File: config.mk
export PLATFORM = sky130hd
export DESIGN_NAME = stdp_synapse
export DESIGN_NICKNAME = d
export VERILOG_FILES = /design/src/rtl/stdp_pkg.sv /design/src/rtl/stdp_trace.sv /design/src/rtl/stdp_synapse.sv
export SDC_FILE = /design/constraint.sdc
export NUM_CORES = 1
export LEC_CHECK = 0
export CAP_MARGIN = 20
export CORE_ASPECT_RATIO = 0.8
export CORE_UTILIZATION = 58
export CTS_CLUSTER_DIAMETER = 60
export CTS_CLUSTER_SIZE = 30
export DETAILED_ROUTE_END_ITERATION = 10
export PLACE_DENSITY = 0.84
export SLEW_MARGIN = 20
export SYNTH_ARGS = -nofsm -noshare
export SYNTH_HDL_FRONTEND = slang
export SYNTH_SLANG_ARGS = --single-unit
File: constraint.sdc
create_clock -name clk -period 5 [get_ports clk]
set_input_delay 1 -clock clk [delete_from_list [all_inputs] [get_ports clk]]
set_output_delay 1 -clock clk [all_outputs]
set_load 0.05 [all_outputs]
File: src/rtl/stdp_pkg.sv
// Shared types and default constants for the STDP synapse.
// Soft-bound learning is selected with STDP_SOFT_BOUND_EN.
package stdp_pkg;

  typedef enum logic {
    ST_IDLE,
    ST_APPLY
  } state_t;

  localparam int W_INIT_D        = 128;
  localparam int TRACE_MAX_D     = 255;
  localparam int DECAY_SHIFT_D   = 3;
  localparam int A_PLUS_SHIFT_D  = 4;
  localparam int A_MINUS_SHIFT_D = 4;

  function automatic int acc_width(input int w);
    return w + 2;
  endfunction

endpackage

File: src/rtl/stdp_trace.sv
// One eligibility trace: reloads on a spike, decays
// geometrically on each prescaler tick.
module stdp_trace
  import stdp_pkg::*;
#(
  parameter int TRACE_WIDTH = 8,
  parameter int TRACE_MAX   = TRACE_MAX_D,
  parameter int DECAY_SHIFT = DECAY_SHIFT_D
) (
  input  logic                   clk,
  input  logic                   rst,
  input  logic                   spike,
  input  logic                   tick,
  output logic [TRACE_WIDTH-1:0] trace
);

  logic [TRACE_WIDTH-1:0] r_trace;
  logic [TRACE_WIDTH-1:0] w_step;

  // Minimum step of one so small traces still reach zero.
  always_comb begin
    w_step = r_trace >> DECAY_SHIFT;
    if (w_step == '0)
      w_step = TRACE_WIDTH'(1);
  end

  always_ff @(posedge clk) begin
    if (rst)
      r_trace <= '0;
    else if (spike)
      r_trace <= TRACE_WIDTH'(TRACE_MAX);
    else if (tick && r_trace != '0)
      r_trace <= r_trace - w_step;
  end

  assign trace = r_trace;

endmodule

File: src/rtl/stdp_synapse.sv
// Pair-based STDP synapse with saturating weight.
// Define STDP_SOFT_BOUND_EN for multiplicative soft bounds.
module stdp_synapse
  import stdp_pkg::*;
#(
  parameter int W_WIDTH       = 8,
  parameter int TRACE_WIDTH   = 8,
  parameter int TRACE_MAX     = TRACE_MAX_D,
  parameter int DECAY_PERIOD  = 16,
  parameter int DECAY_SHIFT   = DECAY_SHIFT_D,
  parameter int A_PLUS_SHIFT  = A_PLUS_SHIFT_D,
  parameter int A_MINUS_SHIFT = A_MINUS_SHIFT_D,
  parameter int W_INIT        = W_INIT_D,
  parameter int W_MIN         = 0,
  parameter int W_MAX         = 255
) (
  input  logic                   clk,
  input  logic                   rst,
  input  logic                   pre_spike,
  input  logic                   post_spike,
  input  logic                   learn_en,
  output logic [W_WIDTH-1:0]     weight,
  output logic                   weight_valid,
  output logic                   sat_event,
  output logic                   busy,
  output logic [TRACE_WIDTH-1:0] pre_trace,
  output logic [TRACE_WIDTH-1:0] post_trace
);

  localparam int AW = acc_width(W_WIDTH);
  localparam int PW = (DECAY_PERIOD > 1) ? $clog2(DECAY_PERIOD) : 1;
  localparam logic signed [AW:0] ACC_LIM = (AW+1)'((1 << W_WIDTH) - 1);
  localparam logic signed [AW:0] WMAX_S  = (AW+1)'(W_MAX);
  localparam logic signed [AW:0] WMIN_S  = (AW+1)'(W_MIN);

  logic [PW-1:0]          r_presc;
  logic                   w_tick;
  logic [TRACE_WIDTH-1:0] w_pre;
  logic [TRACE_WIDTH-1:0] w_post;
  logic [TRACE_WIDTH-1:0] w_ltp_base;
  logic [TRACE_WIDTH-1:0] w_ltd_base;
  logic signed [AW-1:0]   w_ltp;
  logic signed [AW-1:0]   w_ltd;
  logic signed [AW-1:0]   w_net;
  logic signed [AW-1:0]   w_base;
  logic signed [AW:0]     w_sum;
  logic signed [AW-1:0]   w_acc_nxt;
  logic signed [AW-1:0]   r_acc;
  state_t                 r_state;
  state_t                 w_state_nxt;
  logic                   w_write;
  logic signed [AW:0]     w_wsum;
  logic [W_WIDTH-1:0]     w_wnew;
  logic                   w_clamp;
  logic [W_WIDTH-1:0]     r_weight;
  logic                   r_valid;
  logic                   r_sat;

  assign w_tick = (r_presc == PW'(DECAY_PERIOD - 1));

  always_ff @(posedge clk) begin
    if (rst || w_tick)
      r_presc <= '0;
    else
      r_presc <= r_presc + PW'(1);
  end

  stdp_trace #(
    .TRACE_WIDTH(TRACE_WIDTH),
    .TRACE_MAX  (TRACE_MAX),
    .DECAY_SHIFT(DECAY_SHIFT)
  ) u_pre (
    .clk  (clk),
    .rst  (rst),
    .spike(pre_spike),
    .tick (w_tick),
    .trace(w_pre)
  );

  stdp_trace #(
    .TRACE_WIDTH(TRACE_WIDTH),
    .TRACE_MAX  (TRACE_MAX),
    .DECAY_SHIFT(DECAY_SHIFT)
  ) u_post (
    .clk  (clk),
    .rst  (rst),
    .spike(post_spike),
    .tick (w_tick),
    .trace(w_post)
  );

  assign w_ltp_base = w_pre >> A_PLUS_SHIFT;
  assign w_ltd_base = w_post >> A_MINUS_SHIFT;

`ifdef STDP_SOFT_BOUND_EN
  localparam int PD = TRACE_WIDTH + W_WIDTH;
  logic [PD-1:0] w_ltp_prod;
  logic [PD-1:0] w_ltd_prod;
  assign w_ltp_prod = PD'(w_ltp_base) * PD'(W_WIDTH'(W_MAX) - r_weight);
  assign w_ltd_prod = PD'(w_ltd_base) * PD'(r_weight - W_WIDTH'(W_MIN));
  assign w_ltp = AW'(w_ltp_prod >> W_WIDTH);
  assign w_ltd = AW'(w_ltd_prod >> W_WIDTH);
`else
  assign w_ltp = AW'(w_ltp_base);
  assign w_ltd = AW'(w_ltd_base);
`endif

  always_comb begin
    w_net = '0;
    if (learn_en) begin
      if (post_spike)
        w_net = w_net + w_ltp;
      if (pre_spike)
        w_net = w_net - w_ltd;
    end
  end

  // In APPLY the old acc is consumed by the weight write.
  always_comb begin
    w_base = (r_state == ST_APPLY) ? '0 : r_acc;
    w_sum  = {w_base[AW-1], w_base} + {w_net[AW-1], w_net};
    if (w_sum > ACC_LIM)
      w_acc_nxt = AW'(ACC_LIM);
    else if (w_sum < -ACC_LIM)
      w_acc_nxt = AW'(-ACC_LIM);
    else
      w_acc_nxt = AW'(w_sum);
  end

  always_ff @(posedge clk) begin
    if (rst || !learn_en)
      r_acc <= '0;
    else
      r_acc <= w_acc_nxt;
  end

  always_ff @(posedge clk) begin
    if (rst)
      r_state <= ST_IDLE;
    else
      r_state <= w_state_nxt;
  end

  always_comb begin
    w_state_nxt = r_state;
    w_write     = 1'b0;
    unique case (r_state)
      ST_IDLE: begin
        if (learn_en && r_acc != '0)
          w_state_nxt = ST_APPLY;
      end
      ST_APPLY: begin
        w_state_nxt = ST_IDLE;
        w_write     = 1'b1;
      end
      default: w_state_nxt = ST_IDLE;
    endcase
  end

  always_comb begin
    w_wsum  = $signed({1'b0, AW'(r_weight)}) + {r_acc[AW-1], r_acc};
    w_clamp = 1'b1;
    if (w_wsum > WMAX_S)
      w_wnew = W_WIDTH'(W_MAX);
    else if (w_wsum < WMIN_S)
      w_wnew = W_WIDTH'(W_MIN);
    else begin
      w_wnew  = W_WIDTH'(w_wsum);
      w_clamp = 1'b0;
    end
  end

  always_ff @(posedge clk) begin
    if (rst) begin
      r_weight <= W_WIDTH'(W_INIT);
      r_valid  <= 1'b0;
      r_sat    <= 1'b0;
    end else begin
      r_valid <= w_write;
      r_sat   <= w_write & w_clamp;
      if (w_write)
        r_weight <= w_wnew;
    end
  end

  assign weight       = r_weight;
  assign weight_valid = r_valid;
  assign sat_event    = r_sat;
  assign busy         = (r_state == ST_APPLY);
  assign pre_trace    = w_pre;
  assign post_trace   = w_post;

endmodule

### Word level (Yosys, flattened, before mapping)

Index checks and enable logic that the tools add are counted.

* add/subtract/negate cells: 6
* $lt $le $gt $ge: 4
* eq/ne operators: 1
* muxes and demuxes: 20
* bitwise logic cells: 2
* reduce and logical (&&, ||, !) cells: 14

Operator list (count)
* two-way mux 8 bit: 7
* two-way mux 10 bit: 5
* > comparator 11 x 9 -> 1 bit, second input constant: 2
* zero test 8 bit: 2
* nonzero test 8 bit: 2
* subtractor 8 bit: 2
* adder 10 x 10 -> 11 bit: 1
* adder 9 x 10 -> 11 bit: 1
* less-than comparator 11 x 1 -> 1 bit, second input constant: 1
* less-than comparator 11 x 9 -> 1 bit, second input constant: 1
* two-way mux 5 bit: 2
* nonzero test 10 bit: 1
* subtractor 10 x 5 -> 10 bit: 1
* adder 4 x 1 -> 4 bit, second input constant: 1
* == test 4 bit, second input constant: 1
* two-way mux 1 bit: 4
* two-way mux 4 bit: 1
* nonzero test 2 bit: 2
* logical AND 1 bit: 3
* logical OR 1 bit: 2
* case mux 1 bit (2 select lines): 1
* OR reduction 2 bit: 1
* bitwise AND 1 bit: 1
* zero test 1 bit: 1
* NOT 1 bit: 1

* flip-flop bits (word level): 41
* bits of input ports: 5
* output and inout bits: 27
* word-level logic and storage cells: 56

### Logic depth before layout (Yosys ltp)

Gate-level depths: netlist (run 1).

* depth in word-level cells: 9
* gate-level depth with buffers: 17
* gate-level depth less buffers: 16

### Hierarchy

From an unflattened synthesis (run 1), not the netlist that was laid out.

* cell total of the unflattened synthesis: 397
* area, all modules: 3355.7 µm²

Modules (own cells, without submodules)
* stdp_synapse: times used 1, cells each 265, area each 2194.6 µm², seq. area each 500.5 µm²
* stdp_trace: times used 2, cells each 66, area each 580.6 µm², seq. area each 160.2 µm²

### Worst setup path after synthesis (run 1)

OpenSTA, ideal clock, no wires.

* kind: input-to-reg
* start: in post_spike
* end: reg r_acc[1]
* setup time: 116 ps
* arrival time: 4109 ps
* required time: 4884 ps
* slack: 775 ps
* stages: 17
* buffers on the path: 1
* cell sequence: inv_1 -> clkbuf_1 -> nor2_1 -> ha_1 -> a21o_1 -> a21o_1 -> fa_1 -> mux2i_1 -> nor2b_1 -> ha_1 -> nand3_1 -> and2_1 -> and2_1 -> xnor2_1 -> nor3_1 -> nand3_1 -> a31o_2

* word-level cells in the longest chain between the ends: 9
* elaborated cells on any way between the ends: 10
* those cells by class: add/sub: 2; order compare: 2; mux: 6

Ends and longest elaborated chain
* from (decl): line stdp_synapse.sv:20 `input logic post_spike,`
* two-way mux 4 bit *: line stdp_synapse.sv:111 `if (post_spike)`
* two-way mux 10 bit *: line stdp_synapse.sv:110 `if (learn_en) begin`
* subtractor 10 x 5 -> 10 bit: line stdp_synapse.sv:114 `w_net = w_net - w_ltd;`
* two-way mux 10 bit *: line stdp_synapse.sv:113 `if (pre_spike)`
* two-way mux 10 bit *: line stdp_synapse.sv:110
* adder 10 x 10 -> 11 bit *: line stdp_synapse.sv:121 `w_sum = {w_base[AW-1], w_base} + {w_net[AW-1], w_net};`
* less-than comparator 11 x 9 -> 1 bit: line stdp_synapse.sv:124 `else if (w_sum < -ACC_LIM)`
* two-way mux 10 bit: line stdp_synapse.sv:124
* two-way mux 8 bit *: line stdp_synapse.sv:122 `if (w_sum > ACC_LIM)`
* to (signal assigned): line stdp_synapse.sv:134 `r_acc <= w_acc_nxt;`
* to (decl): line stdp_synapse.sv:48 `logic signed [AW-1:0] r_acc;`

Every way passes the cells marked *; elsewhere a longest branch is shown, timed or not. The select of a mux whose other input is x is not followed.
A chain may end at the register's enable or synchronous reset.

### Worst setup path in the final report (run 1)

* start: in post_spike
* end: reg r_acc[2]

Same word-level chain as after synthesis.

==> results of run 1 <==
## per-layer routing
| layer | global-route usage, % | wire length (µm) | vias up |
|---|---|---|---|
| li1 | - | - | 1436 |
| met1 | 38.66 | 3686 | 1359 |
| met2 | 44.57 | 3182 | 77 |
| met3 | 3.619 | 371 | 7 |
| met4 | 3.814 | 40 | 0 |
| met5 | 0 | 0 | - |
## cell families (layout without fill, tap and decap cells)
logic type / Yosys count / in the layout / synth area share (%)
AO/OA/AOI/OAI: 106 / 106 / 22.00
XOR/XNOR: 23 / 23 / 6.633
adder cells (fa/ha/maj): 39 / 39 / 16.84
buffers and inverters: 44 / 74 / 5.599
flip-flops: 41 / 41 / 26.05
multiplexers: 2 / 2 / 0.6355
AND/OR/NAND/NOR: 133 / 133 / 22.24
## sequential cells by signal (all words and copies together), names as in the netlist
register,count
sat_event,1
r_presc,4
u_post.trace,8
weight_valid,1
u_pre.trace,8
weight,8
r_acc,10
busy,1
## power by group
part           switching, µW  total, µW  leakage, µW  internal [µW]
clock network            107        199    0.0000399           91.9
registers               32.3        383     0.000338            351
logic                    204        340      0.00119            136
## worst min-delay path by stage
stage                           from    endpoint  slack (ps)  cells past startpoint
final                      weight[5]   weight[5]         470                      2
after global routing      r_presc[0]  r_presc[0]         520                      1
after CTS                  weight[5]   weight[5]         470                      2
after detailed placement   weight[5]   weight[5]         460                      2
after global placement     weight[5]   weight[5]         460                      2
after floorplan           r_presc[0]  r_presc[0]         450                      1
## stage by stage
step                cells  setup WS (ps)  hold WS (ps)
CTS                   480          489.1         473.1
global placement      474          367.4         459.5
floorplan             388          774.8         446.3
finish                480          461.9         471.2
detailed placement    474          261.5         461.9
global route          480          131.3         518.9
## layout make-up
| class | instances | share of cell area [%] |
|---|---|---|
| tap | 62 | 2.166 |
| inverter | 35 | 3.667 |
| clock inverter | 1 | 0.1397 |
| sequential | 41 | 22.91 |
| timing repair buffer | 33 | 9.081 |
| multi-input combinational | 303 | 60.11 |
| clock buffer | 5 | 1.921 |
## cell usage in the layout (no fill, tap or decap), drive strengths merged, types with 4 or more instances in the layout
cell type and instances:
a22oi 5, nand2 26, nor2b 20, a21o 6, and3 4, nand2b 8
o211ai 4, nand4 5, a21oi 45, and2 4, nor3 7, o21ai 20
xnor2 20, fa 6, nand3 7, clkdlybuf4s50 31, dfxtp 41, inv 35
nor2 32, ha 32, or2 4, clkbuf 5, nor4 6
## worst register-to-register path, delay by kind of cell, from the launching register on
family	cells	cell delay [ps]
compound gates	6	1120
flops	1	440
buf+inv	1	120
simple gates	5	880
mux	1	170
fa+ha+maj	3	1050
==> run summary, run 1 <==
The worst setup path is captured at a flop. The final-report hold violation count is 0. In this run, synthesis produced a sequential element count of 41.

Among cell families on the critical path, the largest total delay comes from compound AO/OA/AOI/OAI gates. The number of nets in the synthesized netlist is 431. The maximum frequency from static timing analysis is 0.2204 GHz. The origin of the worst setup path is post_spike. The number of antenna-violating nets in the routed design is 0. The max-slew violation count is 0.

The actual slew at the worst max-slew pin came out at 983.2 ps. Sequential cells were found to cover 26.05% of the synthesized design area. The first detailed-routing pass took 10 iterations. The die is 84.40 µm wide. The depth of the most critical reg-to-reg path came out at 16. The core footprint came out at 0.005122 mm².

The area used by sequential logic in the layout came out at 820.8 µm². The critical register-to-register path startpoint is u_pre.trace[5]. The number of vias per cell after detailed routing is 5.998. A synthesized cell averages 8.120 µm². The CTS buffer count came out at 5. The maximum clock insertion buffer count is 2. The first global-routing pass estimated 12.40 mm of wire. The area growth from synthesis to layout is 13.70%. The delay of the slowest cell on the worst path is 510 ps.

The final instance area is 0.003582 mm². The height of the die is 67.92 µm. Walking the worst path, the cells encountered are clkdlybuf4s50_1, inv_1, nor2_1, ha_1, a21o_1, a21o_1, fa_1, mux2i_1, nor2b_1, ha_1, nand2_1, a21oi_1, o211ai_1, a21oi_1, nand3_1, nor2b_1, o22ai_1. The final routed wirelength across all metal layers came out at 7.280 mm. The number of instances in the synthesized netlist came out at 388. Setup repair after global routing left no endpoint under its margin. The number of global-route vias before repair came to 2691.

The post-CTS setup buffer count is 0. The count of buffer and inverter cells on the critical path is 2. The most common cell in the synthesized netlist is a21oi_1.

The HPWL reported at the end of detailed placement is 5.676 mm. Yosys mapped a number of flops with a built-in enable equal to 0. The vias after detailed routing came out at 2879. The endpoint identified for the worst register-to-register timing path is r_acc[2]. The total number of clock tree sinks came out at 41. The multi-input combinational cells in the finished layout cover a total of 0.002153 mm². The required time of the critical path is 5210 ps. The proportion of netlist area held by the largest area contributor is 26.05%. The post-route setup TNS is 0 ps. The cts-stage hold buffer count is 0. The worst IR drop on VDD is 0.0001033 V.

For this run the aggregate overflow at the end of global routing stands at 0. The minimum clock period came out at 4538 ps. The antenna diode count is 0. The final critical path takes up 90.76% of the cycle. The count of unresolved DRC violations after routing is 2. The violation count after the first detailed-route iteration is 172.

The normalized max-slew margin came out at 34.25%. The flow ran to the end, but the final reports show violations. The last element of the critical path is r_acc[2]. Input and output buffers added on the ports amount to 31.

The biggest area contributor in the post-synthesis netlist is dfxtp_1. The die covers 0.005732 mm². The clock latency reported for the late side of the worst-skew pair is 290 ps. The class of the most critical hold timing path is flop to flop. The critical path start-end classification is input pin to flop. The netlist area before placement is 0.003151 mm². The effective utilization at floorplan is 61.50%. The total number of nets in the final design is 462. The weighted congestion at the end of routability-driven global placement came out at 0.9582. The worst-case clock skew came out at 6.640 ps. The final reports fail on DRC. The count of pins on the block boundary came out at 32.

Data on the critical path arrives at its endpoint at 4750 ps. The proportion of layout cells with a drive suffix above 1 is 5.981%. In this run the power density over the cells is 257.6 mW/mm².

Clock-pin slew was measured on the worst setup and hold paths at 80 ps. The tree is rooted in a clkbuf_8. Synthesis instantiated 60 different standard cells from the library.

TritonCTS built the clock tree. Setup violations remaining at the end of the flow were counted as 0. The dominant register cell in the synthesized netlist is dfxtp_1.

The count of cell instances traversed by the critical path is 17. Max-cap violations in this run came to 0. Dividing the detail-routed wire length by the instance count gives 15.17 µm. The sum of internal, switching and leakage power came out at 922.6 µW. By count the netlist is led by 43 x a21oi_1, 41 x dfxtp_1, 34 x inv_1. CTS built an H-tree with a depth of 2. The placed instances occupy a cell area of 0.003508 mm². The final core utilization is 69.93%. The global-route usage over all layers is 26.92%. Along the worst path, the maximum fanout reaches 8. The cell with the largest stage delay on the worst path is clkdlybuf4s50_1. The startpoint kind of the worst setup timing path is an input pin.

The number of warnings reported in the yosys synthesis log is 0. The maximum number of pins on one net before global-route repair came out at 27. The number of antenna violations at the first check in global routing came out at 0. The cell row count is 23. In this run, post-CTS repair resized a total of 0 instances. The slack of the worst reg-to-reg path is 1150 ps. After synthesis, the cell types taking the most area are dfxtp_1 26%, ha_1 13%, a21oi_1 6.8%. The leakage power is 0.001566 µW. The share of flip-flops with an asynchronous set or reset is 0%. The number of fillers in the final layout came out at 418.
Power figures use the tool's default switching activity.
==> inputs of run 2 (changes only) <==
--- a/config.mk
+++ b/config.mk
@@ -8,10 +8,11 @@
 export CAP_MARGIN = 20
 export CORE_ASPECT_RATIO = 0.8
 export CORE_UTILIZATION = 58
-export CTS_CLUSTER_DIAMETER = 60
+export CTS_CLUSTER_DIAMETER = 40
 export CTS_CLUSTER_SIZE = 30
 export DETAILED_ROUTE_END_ITERATION = 10
 export PLACE_DENSITY = 0.84
+export RECOVER_POWER = 100
 export SLEW_MARGIN = 20
 export SYNTH_ARGS = -nofsm -noshare
 export SYNTH_HDL_FRONTEND = slang
==> run summary, run 2 (synthesis gave the netlist of run 1 again) <==
The number of vias per cell after detailed routing is 5.971. The proportion of power drawn by the clock network is 21.9%. Dividing the detail-routed wire length by the instance count gives 15.13 µm. For this run, the post-layout net count is 462. Leaving out fill and tap cells, the most frequent cell in the layout is a21oi_1.

The depth of the CTS H-tree is 2. The data arrival time of the worst path came out at 4790 ps. The post-CTS setup buffer count is 0. The cell row count is 23. The number of cells on the worst hold path came out at 2. For this design the static power due to leakage is 0.001619 µW. The clock-pin slew of the registers on the worst-case setup and hold paths is 70 ps. STA classifies the critical path endpoint as a flop. Across all register-to-register paths, the minimum setup slack is 1130 ps. The post-route setup TNS is 0 ps. Traced cell by cell, the critical path runs through clkdlybuf4s50_1, inv_1, nor2_1, ha_1, a21o_1, a21o_1, fa_1, mux2i_1, nor2b_1, ha_1, nand3_1, and2_0, nand4_1, a21boi_0, o21ai_0, or3_1, a22oi_1.

The wire length of the first global-routing pass came out at 12.40 mm. The die area is 0.005732 mm². On the critical path, the stage with the largest delay is an instance of clkdlybuf4s50_1. The max-slew violation count came out at 0. The switching share of total power came out at 37.46%. For hold timing, the worst endpoint is weight[5].

In the layout the commonest cells are 43 x a21oi_1, 41 x dfxtp_1, 34 x inv_1, 32 x nor2_1, 32 x ha_1. The largest single stage delay on the critical path is 500 ps. Across every metal layer, demand over resource in global routing totals 26.92%. The floorplan step set the die height to 67.92 µm. The normalized max-slew margin came out at 33.91%. 0 antenna diodes ended up in the layout. The register with the most flip-flops in the final layout is r_acc. The maximum number of pins on one net before global-route repair came out at 27. The count of buffer and inverter cells on the critical path came out at 2. The vias after detailed routing is 2866.

The worst-case clock skew came out at 6.982 ps. The violation count after the first detailed-route iteration came out at 196. The count of unresolved DRC violations after routing is 2. The clock latency reported for the late side of the worst-skew pair is 290 ps. At the pin with the least slew margin, the transition time is 988.1 ps. The number of fillers in the final layout is 423.

The proportion of layout cells with a drive suffix above 1 came out at 5.502%. The total global routing overflow came out at 0. In this run, CTS created clock tree buffers numbering 5.

The total number of clock tree sinks came out at 41. The number of antenna violations at the first check in global routing came out at 0. The worst IR drop on VDD is 0.0001031 V. The cts-stage hold buffer count came out at 0. The area growth from synthesis to layout came out at 13.34%.

The run finished, with violations left. The count of pins on the block boundary is 32. The internal power contribution came out at 573.1 µW. The minimum clock period came out at 4578 ps. The startpoint identified for the worst hold timing path is weight[5]. The flip-flop count of the largest register after layout came out at 10. In this run, the combinational gates consume 36.4% of the power. STA classifies the critical path startpoint as an input pin. The final core utilization is 69.71%. The count of buffers from port buffering came out at 31.

The width of the chip is 84.40 µm. The required time of the critical path is 5210 ps. In this run the worst setup path begins at post_spike. The maximum frequency from static timing analysis is 0.2184 GHz. The minimum setup slack after placement came out at 261.5 ps. Among cell families on the critical path, the largest total delay comes from adder cells. The core footprint came out at 0.005122 mm².

The final instance area came out at 0.003571 mm². The number of global-route vias before repair came out at 2691. The post-place instance area is 0.003508 mm².

The number of cells on the worst reg-to-reg path is 16. The final-report hold violation count is 0. The wire-length estimate of the detail-placed layout is 5.676 mm. The proportion of power drawn by flip-flops and latches came out at 41.7%. The maximum clock insertion buffer count is 2.

The detailed-router iteration count before antenna repair came out at 7. The effective utilization at floorplan came out at 61.50%. TritonCTS built the clock tree. The min-delay analysis places its worst path in the category flop to flop. The root buffer cell is clkbuf_8.

The weighted congestion at the end of routability-driven global placement came out at 0.9582. In the final layout, the multi-input gates occupy 0.002142 mm². The worst path uses 91.57% of the clock period. Once detail routing completed, the nets flagged for antenna violations numbered 0. Setup violations remaining at the end of the flow were counted as 0. The net switching component of the power came out at 343.3 µW. The final routed wirelength across all metal layers came out at 7.260 mm. The max-capacitance violation count is 0. In this run, post-CTS repair resized a total of 0 instances. The power density over cell area is 256.6 mW/mm².

The sequential cells in the finished layout cover a total of 820.8 µm². The worst register-to-register path ends at r_acc[3]. The checks that failed: DRC. In this run the critical register-to-register path is launched from u_pre.trace[5].

Setup repair after global routing left no endpoint under its margin. The maximum fanout along the worst path is 5. The critical path start-end classification is input pin to flop. The smallest setup slack after layout is 421.6 ps.
[run 2: cell count changes in the layout (fill, tap and decap cells not counted), moves of 3 or more]
cell	before	now
clkdlybuf4s50_1	31	3
o21ai_0	14	18
o21ai_1	4	1
dlygate4sd3_1	0	28
[run 2: worst max path at each step]
| stage | to | slack [ps] | cells past startpoint |
|---|---|---|---|
| after floorplan | r_acc[1] | 770 | 17 |
| after global placement | r_acc[1] | 370 | 17 |
| after detailed placement | r_acc[2] | 260 | 17 |
| after CTS | r_acc[2] | 490 | 17 |
| after global routing | r_acc[2] | 130 | 17 |
| final | r_acc[3] | 420 | 17 |
[run 2: stage by stage]
stage / hold WS, ps / instances / power, µW
floorplan: 446.3 / 388 / 635.8
global placement: 459.5 / 474 / 714.3
detailed placement: 461.9 / 474 / 723.4
CTS: 473.1 / 480 / 919.5
global route: 518.9 / 480 / 970.5
finish: 468.2 / 480 / 916.4
[run 2: power groups by stage]
stage	Sequential, µW	Clock, µW	Combinational [µW]
after floorplan	430	0	206
after global placement	389	0	325
after detailed placement	390	0	333
after CTS	382	201	336
after global routing	386	217	368
final	382	200	334
[run 2: layout make-up]
class,count,area share (%)
Clock buffer,5,1.927
Clock inverter,1,0.1402
Inverter,35,3.679
Multi-Input combinational cell,303,59.99
Sequential cell,41,22.99
Tap cell,62,2.172
Timing Repair Buffer,33,9.110
[run 2: worst register-to-register path, delay by kind of cell, from the launching register on]
| family | cells | cell delay, ps |
|---|---|---|
| fa+ha+maj | 3 | 1050 |
| simple gates | 6 | 1040 |
| compound gates | 5 | 980 |
| flops | 1 | 430 |
| mux | 1 | 170 |
| buf+inv | 1 | 120 |
[run 2: per-layer routing]
layer	vias to the layer above	global-route usage [%]	wire length (µm)
met5	-	0	0
met4	0	3.814	46
met3	8	3.619	346
met2	66	44.57	3157
met1	1353	38.66	3710
li1	1439	-	-
==> inputs of run 3 (changes only) <==
--- a/config.mk
+++ b/config.mk
@@ -5,7 +5,7 @@
 export SDC_FILE = /design/constraint.sdc
 export NUM_CORES = 1
 export LEC_CHECK = 0
-export CAP_MARGIN = 20
+export CAP_MARGIN = 25
 export CORE_ASPECT_RATIO = 0.8
 export CORE_UTILIZATION = 58
 export CTS_CLUSTER_DIAMETER = 40
==> results of run 3 <==
The final DEF is identical to that of run 2; final timing and power are the same.
